==> config.mk <==
export PLATFORM = sky130hd
export DESIGN_NAME = div_controller
export DESIGN_NICKNAME = d
export VERILOG_FILES = /design/src/rtl/div_controller.sv
export SDC_FILE = /design/constraint.sdc
export NUM_CORES = 1
export LEC_CHECK = 0
export ABC_CLOCK_PERIOD_IN_PS = 1700
export BUFFER_PORTS_ARGS = -buffer_cell sky130_fd_sc_hd__buf_2
export CORE_AREA = 2 2 39 41
export DETAILED_ROUTE_END_ITERATION = 16
export DIE_AREA = 0 0 41 43
export PLACE_DENSITY = 0.6
export REMOVE_ABC_BUFFERS = 1
export SYNTH_ARGS = -nofsm -noshare
export SYNTH_HDL_FRONTEND = slang
export SYNTH_SLANG_ARGS = --single-unit
==> constraint.sdc <==
create_clock -name clk -period 1.7 [get_ports clk]
set_input_delay 0.17 -clock clk [delete_from_list [all_inputs] [get_ports clk]]
set_output_delay 0.17 -clock clk [all_outputs]
set_load 0.01 [all_outputs]
==> src/rtl/div_controller.sv <==
// Sequencing FSM for the restoring fixed-point divider datapath.
// Optional build macro DIV_EARLY_ABORT_EN: a zero divisor skips straight from LOAD to DONE.
module div_controller #(
   parameter int unsigned ITERS = 14,
   parameter int unsigned CNT_W = 4
) (
   input  logic clk,
   input  logic sclr,
   input  logic start,
   output logic ready,
   output logic done,
   output logic dvz_err,
   output logic ovf_err,
   input  logic lt,
   input  logic ovf_from_dp,
   input  logic dvz,
   output logic ld_a,
   output logic ld_b,
   output logic iz,
   output logic sel_sub,
   output logic shen_acc,
   output logic shen_q
);

   typedef enum logic [2:0] {
      IDLE,
      LOAD,
      INIT,
      ITER,
      RESULT,
      DONE
   } state_t;

   localparam logic [CNT_W-1:0] LAST = CNT_W'(ITERS - 1);

   state_t           state;
   state_t           state_nxt;
   logic [CNT_W-1:0] cnt;

   always_ff @(posedge clk or posedge sclr) begin
      if (sclr) state <= IDLE;
      else      state <= state_nxt;
   end

   // Flags are cleared only when a new request is accepted, so they stay readable after done.
   always_ff @(posedge clk or posedge sclr) begin
      if (sclr) begin
         cnt     <= '0;
         dvz_err <= 1'b0;
         ovf_err <= 1'b0;
      end else begin
         unique case (state)
            IDLE: begin
               if (start) begin
                  dvz_err <= 1'b0;
                  ovf_err <= 1'b0;
               end
            end
            LOAD:    dvz_err <= dvz;
            INIT:    cnt     <= '0;
            ITER:    cnt     <= cnt + CNT_W'(1);
            RESULT:  ovf_err <= ovf_from_dp;
            default: ;
         endcase
      end
   end

   always_comb begin
      state_nxt = state;
      ready     = 1'b0;
      done      = 1'b0;
      ld_a      = 1'b0;
      ld_b      = 1'b0;
      iz        = 1'b0;
      sel_sub   = 1'b0;
      shen_acc  = 1'b0;
      shen_q    = 1'b0;
      unique case (state)
         IDLE: begin
            ready = 1'b1;
            if (start) state_nxt = LOAD;
         end
         LOAD: begin
            ld_a = 1'b1;
            ld_b = 1'b1;
`ifdef DIV_EARLY_ABORT_EN
            state_nxt = dvz ? DONE : INIT;
`else
            state_nxt = INIT;
`endif
         end
         INIT: begin
            iz        = 1'b1;
            state_nxt = ITER;
         end
         ITER: begin
            shen_acc = 1'b1;
            shen_q   = 1'b1;
            sel_sub  = lt;
            if (cnt == LAST) state_nxt = RESULT;
         end
         RESULT: state_nxt = DONE;
         DONE: begin
            done      = 1'b1;
            state_nxt = IDLE;
         end
         default: state_nxt = IDLE;
      endcase
   end

endmodule
Yosys cells after proc, flatten, opt, wreduce, memory -nomap -nowiden --
Index checks and enable logic that the tools add are counted.
Cells by class: eq/ne operators 8, add/subtract/negate cells 1, multiplexer cells 13, reductions and logical operators 7
Operator list (number):
- $pmux 3 s5 | 1
- $pmux 4 s2 | 1
- $mux 1 | 7
- $eq 3x2->1 const B | 2
- $eq 3x3->1 const B | 2
- $mux 3 | 2
- $reduce_and 2->1 | 3
- $reduce_bool 2->1 | 3
- $add 4x1->4 const B | 1
- $eq 4x4->1 const B | 1
- $ne 2x2->1 const B | 2
- $pmux 1 s2 | 2
- $eq 3x1->1 const B | 1
- $logic_not 3->1 | 1
Storage, ports and cells: register bits after elaboration 9, bits of input ports 6, output and inout port bits 10, logic and storage cells 33

Logic depth before layout (Yosys ltp) --
Gate-level depths: netlist of the first run.
depth in word-level cells 3, gate-level depth with buffers 5, gate-level depth less buffers 5

Worst setup path after synthesis of the first run --
OpenSTA, ideal clock, no wires.
kind flip-flop to output port, start reg state[2], end out ld_b, required time 1.530 ns, arrival 1.223 ns, path buffers 2, cell stages (with the launch flop) 4, slack 0.307 ns, cell sequence dfrtp_1 -> buf_2 -> nor3b_1 -> buf_4
Between the ends: word-level cells in the longest chain between the ends 2
Ends and longest elaborated chain:
- from (decl) | RTL line 36 | state_t state;
- from (signal assigned) | RTL line 42 | else state <= state_nxt;
- $eq 3x1->1
- $mux 1
- to (decl) | RTL line 18 | output logic ld_b,
Every way passes these cells.

Final worst setup path of the first run --
start reg state[0], end out ld_a
Between the ends: word-level cells in the longest chain between the ends 2
Ends and longest elaborated chain:
- $eq 3x1->1 | RTL line 78 | unique case (state)
- $mux 1 | RTL line 78
- to (decl) | RTL line 17 | output logic ld_a,
Every way passes these cells.

==> results of run 1 <==
state kept, by name, summed over array words and instances (netlist names):
register / cells
cnt: 4
dvz_err: 1
ovf_err: 1
state: 3
cell usage after synthesis (all sizes together):
cell,instances
and3b,1
and2,1
nor3,2
a21bo,1
nor2b,1
and3,1
nor3b,2
o21ai,5
or2,1
nand3b,1
a22o,1
nor2,2
buf,5
nand2,5
or4b,1
a32o,1
mux2,1
dfrtp,9
nand3,4
ha,2
inv,2
a221oi,1
nand2b,3
cell families (layout without fill, tap and decap cells):
family | Yosys count | in the layout | synth area share (%)
buffers and inverters | 7 | 22 | 8.45
AND/OR/NAND/NOR | 25 | 25 | 29.0
flip-flops | 9 | 9 | 43.5
adder cells (fa/ha/maj) | 2 | 2 | 4.83
multiplexers | 1 | 1 | 2.17
AO/OA/AOI/OAI | 9 | 9 | 12.1
power by group through the flow:
stage / clock (uW) / sequential [uW] / combinational, uW
final: 166 / 382 / 354
after global routing: 182 / 398 / 411
after CTS: 169 / 380 / 359
after detailed placement: 0 / 384 / 354
after global placement: 0 / 383 / 359
after floorplan: 0 / 367 / 260
through the flow:
stage	utilization (%)	instance area (um2)	total power (uW)	cells	setup slack (ns)
3_3_place_gp	41.7	577	742	79	0.385
6_report	44.4	614	903	84	0.129
5_1_grt	44.4	614	992	84	0.0449
3_5_place_dp	41.7	577	739	79	0.358
4_1_cts	44.3	613	909	84	0.111
2_1_floorplan	-	482	627	48	0.244
per-layer routing:
layer,part of all wire [%],up-vias
met5,0,-
met1,47,196
li1,-,214
met4,1.3,0
met3,4.4,2
met2,47,9
worst paths after layout:
check / cells after the start / from / endpoint
hold reg to reg: 1 / ovf_err$_DFFE_PP0P_ / ovf_err$_DFFE_PP0P_
setup reg to reg: 3 / state[2]$_DFFE_PP0P_ / cnt[3]$_DFFE_PP0P_
max in group asynchronous: 3 / sclr / state[1]$_DFFE_PP0P_
min in group asynchronous: 3 / sclr / state[2]$_DFFE_PP0P_
setup / recovery: 2 / state[0]$_DFFE_PP0P_ / ld_a
hold / removal: 3 / dvz / dvz_err$_DFFE_PP0P_
area by class of cell:
class	instances	area [um2]	area share, %
tap	16	20.0	3.26
multi-input combinational	37	249	40.5
sequential	9	226	36.9
clock buffer	4	26.3	4.28
timing repair buffer	16	85.1	13.8
inverter	2	7.51	1.22
worst max-delay path, delay by kind of cell (launching register included):
family,cells,cell delay (ns)
flops,1,0.57
buf+inv,1,0.20
simple gates,1,0.38
cells in the final DEF (no fill, tap or decap), drive strengths merged, types with 3 or more instances in the layout:
cell and instances:
nand3 4, dfrtp 9, o21ai 5, nand2 5
clkbuf 4, buf 15, nand2b 3
what timing repair did:
item,4_1_cts,5_1_grt
hold buffers,1,0
setup buffers,0,0
resized for setup,0,1
setup endpoints to repair,0,1
endpoints found under the hold margin,9,0
==> impl_metrics.py, run 1 <==
metrics = {
    "run_status": {
        "status": "finished, final reports clean",
    },
    "synthesis": {
        "synth_top_area_share_pct": 43.5,
        "netlist_area_um2": 518,
        "synth.area.top_cells": "dfrtp_1 43%, ha_1 4.8%, o21ai_0 4.8%",
        "yosysTopAreaCell": "dfrtp_1",
        "ys_warn_count": 0,
        "synthCells": 53,
        "post_synth.cell_area_avg_um2": 9.77,
        "ys_types": 26,
        "ys_seq_elements": 9,
        "yosysSeqAreaShare_pct": 43.5,
    },
    "clock_tree": {
        "clkSinkCount": 9,
        "clk_path_buf_depth": 2,
        "clk_pin_slew_ns": 0.06,
        "numCtsBuffers": 3,
        "clk_latency_ns": 0.25,
        "ctsRootBufferMaster": "clkbuf_4",
        "cts-htree-levels": 1,
        "cts_tree": "done",
    },
    "pwr": {
        "clockPowerShare_pct": 18.4,
        "p_sw_uw": 329,
        "power_frac_comb_pct": 39.2,
        "power_frac_seq_pct": 42.3,
        "swShare_pct": 36.4,
        "intPower_uw": 574,
        "peakVddDrop_v": 0.000735,
        "p_leak_uw": 0.000308,
        "power_density_mw_per_mm2": 1470,
    },
    "timing": {
        "relSlewSlack_pct": 75.1,
        "slew_violations": 0,
        "period_share_pct": 92.4,
        "layout_min_cycle_time_ns": 1.57,
        "worst_hold_slack_ns": 0.116,
        "fin_setup_tns_ns": 0,
        "rsz0062_at_grt": "no",
        "hold_viol_final": 0,
        "setup-violations-final": 0,
        "tightest_slew_ns": 0.373,
        "max_freq_mhz": 637,
        "skew_ns": 0.00132,
    },
    "setup_path": {
        "arrival_ns": 1.40,
        "slowest_delay_ns": 0.57,
        "reg2reg_setup_slack_ns": 0.35,
        "path_cells": "nor3b_1, buf_2",
        "critical_path_class": "register to primary output",
        "cp_max_fo": 13,
        "cp_slowest_cell": "dfrtp_1",
        "critPathLaunchType": "register",
        "worst_ep_required_time_ns": 1.53,
        "worstSetupEndpointType": "primary output",
    },
    "floorplan": {
        "num_rows": 14,
        "io_pins": 16,
        "start_util_pct": 37.4,
        "die_width_um": 41,
        "core_mm2": 0.00138,
        "die_area_mm2": 0.00176,
        "dieHeight_um": 43,
    },
    "global_routing": {
        "grt_pass1_vias": 380,
        "grt-busiest-layer": "met1",
        "grt_overflow": 0,
        "globalRouteMet3Util_pct": 1.57,
        "grt_pass1_wl_mm": 1.62,
        "grt.met2_usage_pct": 16.6,
        "grt_max_degree": 14,
        "met1_usage_pct": 21.7,
        "grt_usage_pct": 13.5,
        "grt_antenna_before_repair": 0,
    },
    "routing": {
        "route.detailed.drc": 0,
        "num_vias": 421,
        "routed_wl_um": 949,
        "drtPass1Iterations": 4,
        "via_per_inst": 5.01,
        "postRouteAntennaNets": 0,
        "drtIter0Drc": 13,
        "wl_per_cell_um": 11.3,
    },
    "cells_and_area": {
        "drive_gt1_share_pct": 35.3,
        "fin_nets": 77,
        "n_antenna_cell": 0,
        "fillers": 142,
        "area_growth_pct": 18.6,
    },
    "flow_run": {
        "cap_violations": 0,
    },
    "worst_hold_path": {
        "hp-class": "input port to register",
    },
    "place": {
        "port_buffers": 15,
        "place.gp.congestion": 0.724,
    },
}
No activity file was read; power rests on OpenSTA's default activity.
==> inputs of run 2 (changes only) <==
--- a/config.mk
+++ b/config.mk
@@ -8,9 +8,9 @@
 export ABC_CLOCK_PERIOD_IN_PS = 1700
 export BUFFER_PORTS_ARGS = -buffer_cell sky130_fd_sc_hd__buf_2
 export CORE_AREA = 2 2 39 41
+export CTS_BUF_LIST = sky130_fd_sc_hd__clkbuf_4
 export DETAILED_ROUTE_END_ITERATION = 16
 export DIE_AREA = 0 0 41 43
-export PLACE_DENSITY = 0.6
 export REMOVE_ABC_BUFFERS = 1
 export SYNTH_ARGS = -nofsm -noshare
 export SYNTH_HDL_FRONTEND = slang
==> impl_metrics.py, run 2 (synthesis results as in run 1) <==
metrics = {
    "run_status": {
        "status": "finished, final reports clean",
    },
    "global_routing": {
        "grt_antenna_before_repair": 0,
        "grt_overflow": 0,
        "grt_pass1_vias": 380,
        "grt_usage_pct": 13.5,
        "grt_max_degree": 14,
        "grt_pass1_wl_mm": 1.62,
    },
    "pwr": {
        "p_leak_uw": 0.000311,
        "power_density_mw_per_mm2": 1490,
        "peakVddDrop_v": 0.000735,
    },
    "routing": {
        "drtPass1Iterations": 4,
        "postRouteAntennaNets": 0,
        "wl_per_cell_um": 11.3,
        "route.detailed.drc": 0,
        "via_per_inst": 5.01,
        "num_vias": 421,
        "drtIter0Drc": 13,
        "routed_wl_um": 949,
    },
    "timing": {
        "period_share_pct": 92.4,
        "fin_setup_tns_ns": 0,
        "skew_ns": 0.00133,
        "tightest_slew_ns": 0.373,
        "worst_hold_slack_ns": 0.116,
        "layout_min_cycle_time_ns": 1.57,
        "relSlewSlack_pct": 75.1,
        "setup_ws_ns": 0.129,
        "setup-violations-final": 0,
        "max_freq_mhz": 637,
        "rsz0062_at_grt": "no",
        "slew_violations": 0,
        "hold_viol_final": 0,
    },
    "clock_tree": {
        "clk_pin_slew_ns": 0.06,
        "cts_tree": "done",
        "clkSinkCount": 9,
        "post_cts_buffers": 0,
        "clk_path_buf_depth": 2,
        "numCtsBuffers": 3,
        "clk_latency_ns": 0.25,
        "cts-htree-levels": 1,
        "ctsRootBufferMaster": "clkbuf_4",
    },
    "cells_and_area": {
        "top_register": "cnt",
        "largestRegisters": "cnt x4, state x3",
        "n_antenna_cell": 0,
        "largest_reg_flops": 4,
        "area_growth_pct": 19.3,
        "stdcell_count": 84,
        "seq_area_um2": 226,
        "post-route-util_pct": 44.7,
        "drive_gt1_share_pct": 36.8,
        "fillers": 142,
        "multi_input_area_um2": 249,
        "final_cell_mix": "15 x buf_2, 8 x dfrtp_1, 5 x nand2_1, 5 x o21ai_0",
        "fin_nets": 77,
        "layout_commonest_cell": "buf_2",
    },
    "place": {
        "post-place-ws_ns": 0.358,
        "port_buffers": 15,
        "dpl.cell_count": 79,
        "place.gp.congestion": 0.724,
    },
    "floorplan": {
        "dieHeight_um": 43,
        "start_util_pct": 37.4,
        "core_mm2": 0.00138,
        "io_pins": 16,
        "die_area_mm2": 0.00176,
        "num_rows": 14,
        "die_width_um": 41,
    },
    "setup_path": {
        "worst_ep_required_time_ns": 1.53,
        "arrival_ns": 1.40,
        "critPathLaunchType": "register",
        "slowest_delay_ns": 0.57,
        "worstSetupEndpointType": "primary output",
        "path_cells": "nor3b_1, buf_2",
        "critical_path_class": "register to primary output",
        "cp_max_fo": 13,
        "cp_slowest_cell": "dfrtp_1",
    },
    "flow_run": {
        "cap_violations": 0,
    },
    "worst_hold_path": {
        "hp-class": "input port to register",
    },
}
run 2: cell types whose count changed in the layout (fill, tap and decap cells not counted):
cell,change
clkbuf_1,-1
clkbuf_4,+1
run 2: critical path: cells and delay by family, from the launching register on:
family                 cells  cell delay, ns
buffers and inverters      1            0.20
DFF                        1            0.57
and+or+nand+nor            1            0.38
run 2: final cells by class:
cell class,count,share of cell area [%]
multi-input combinational,37,40.3
clock buffer,4,4.86
inverter,2,1.21
timing repair buffer,16,13.8
sequential,9,36.6
tap,16,3.24
run 2: path summary, 6_finish.rpt:
kind	start	endpoint	slack [ns]	cells after the start
max	state[0]$_DFFE_PP0P_	ld_a	0.13	2
min	dvz	dvz_err$_DFFE_PP0P_	0.12	3
max reg2reg	state[2]$_DFFE_PP0P_	cnt[3]$_DFFE_PP0P_	0.35	3
min reg2reg	ovf_err$_DFFE_PP0P_	ovf_err$_DFFE_PP0P_	0.53	1
max in group asynchronous	sclr	state[1]$_DFFE_PP0P_	1.02	3
min in group asynchronous	sclr	state[2]$_DFFE_PP0P_	0.41	3
run 2: through the flow:
stage                     area (um2)  power [uW]
after CTS                        617         925
after floorplan                  482         627
after global placement           577         742
after detailed placement         577         739
final                            618         919
after global routing             618        1010
run 2: report_power, final:
group	leakage [uW]	switching, uW	internal (uW)
Sequential	0.000108	92.4	290
Clock	0.0000184	75.8	106
Combinational	0.000185	161	194
run 2: per-layer routing:
metal	track usage [%]	routed length (um)	part of all wire [%]
met4	8.00	12	1.3
met3	1.57	42	4.4
met5	0	0	0
met2	16.6	448	47
met1	21.7	445	47
run 2: what timing repair did:
item,4_1_cts,5_1_grt
gates resized for setup,0,1
hold buffers,1,0
endpoints found under the hold margin,9,0
setup endpoints to repair,0,2
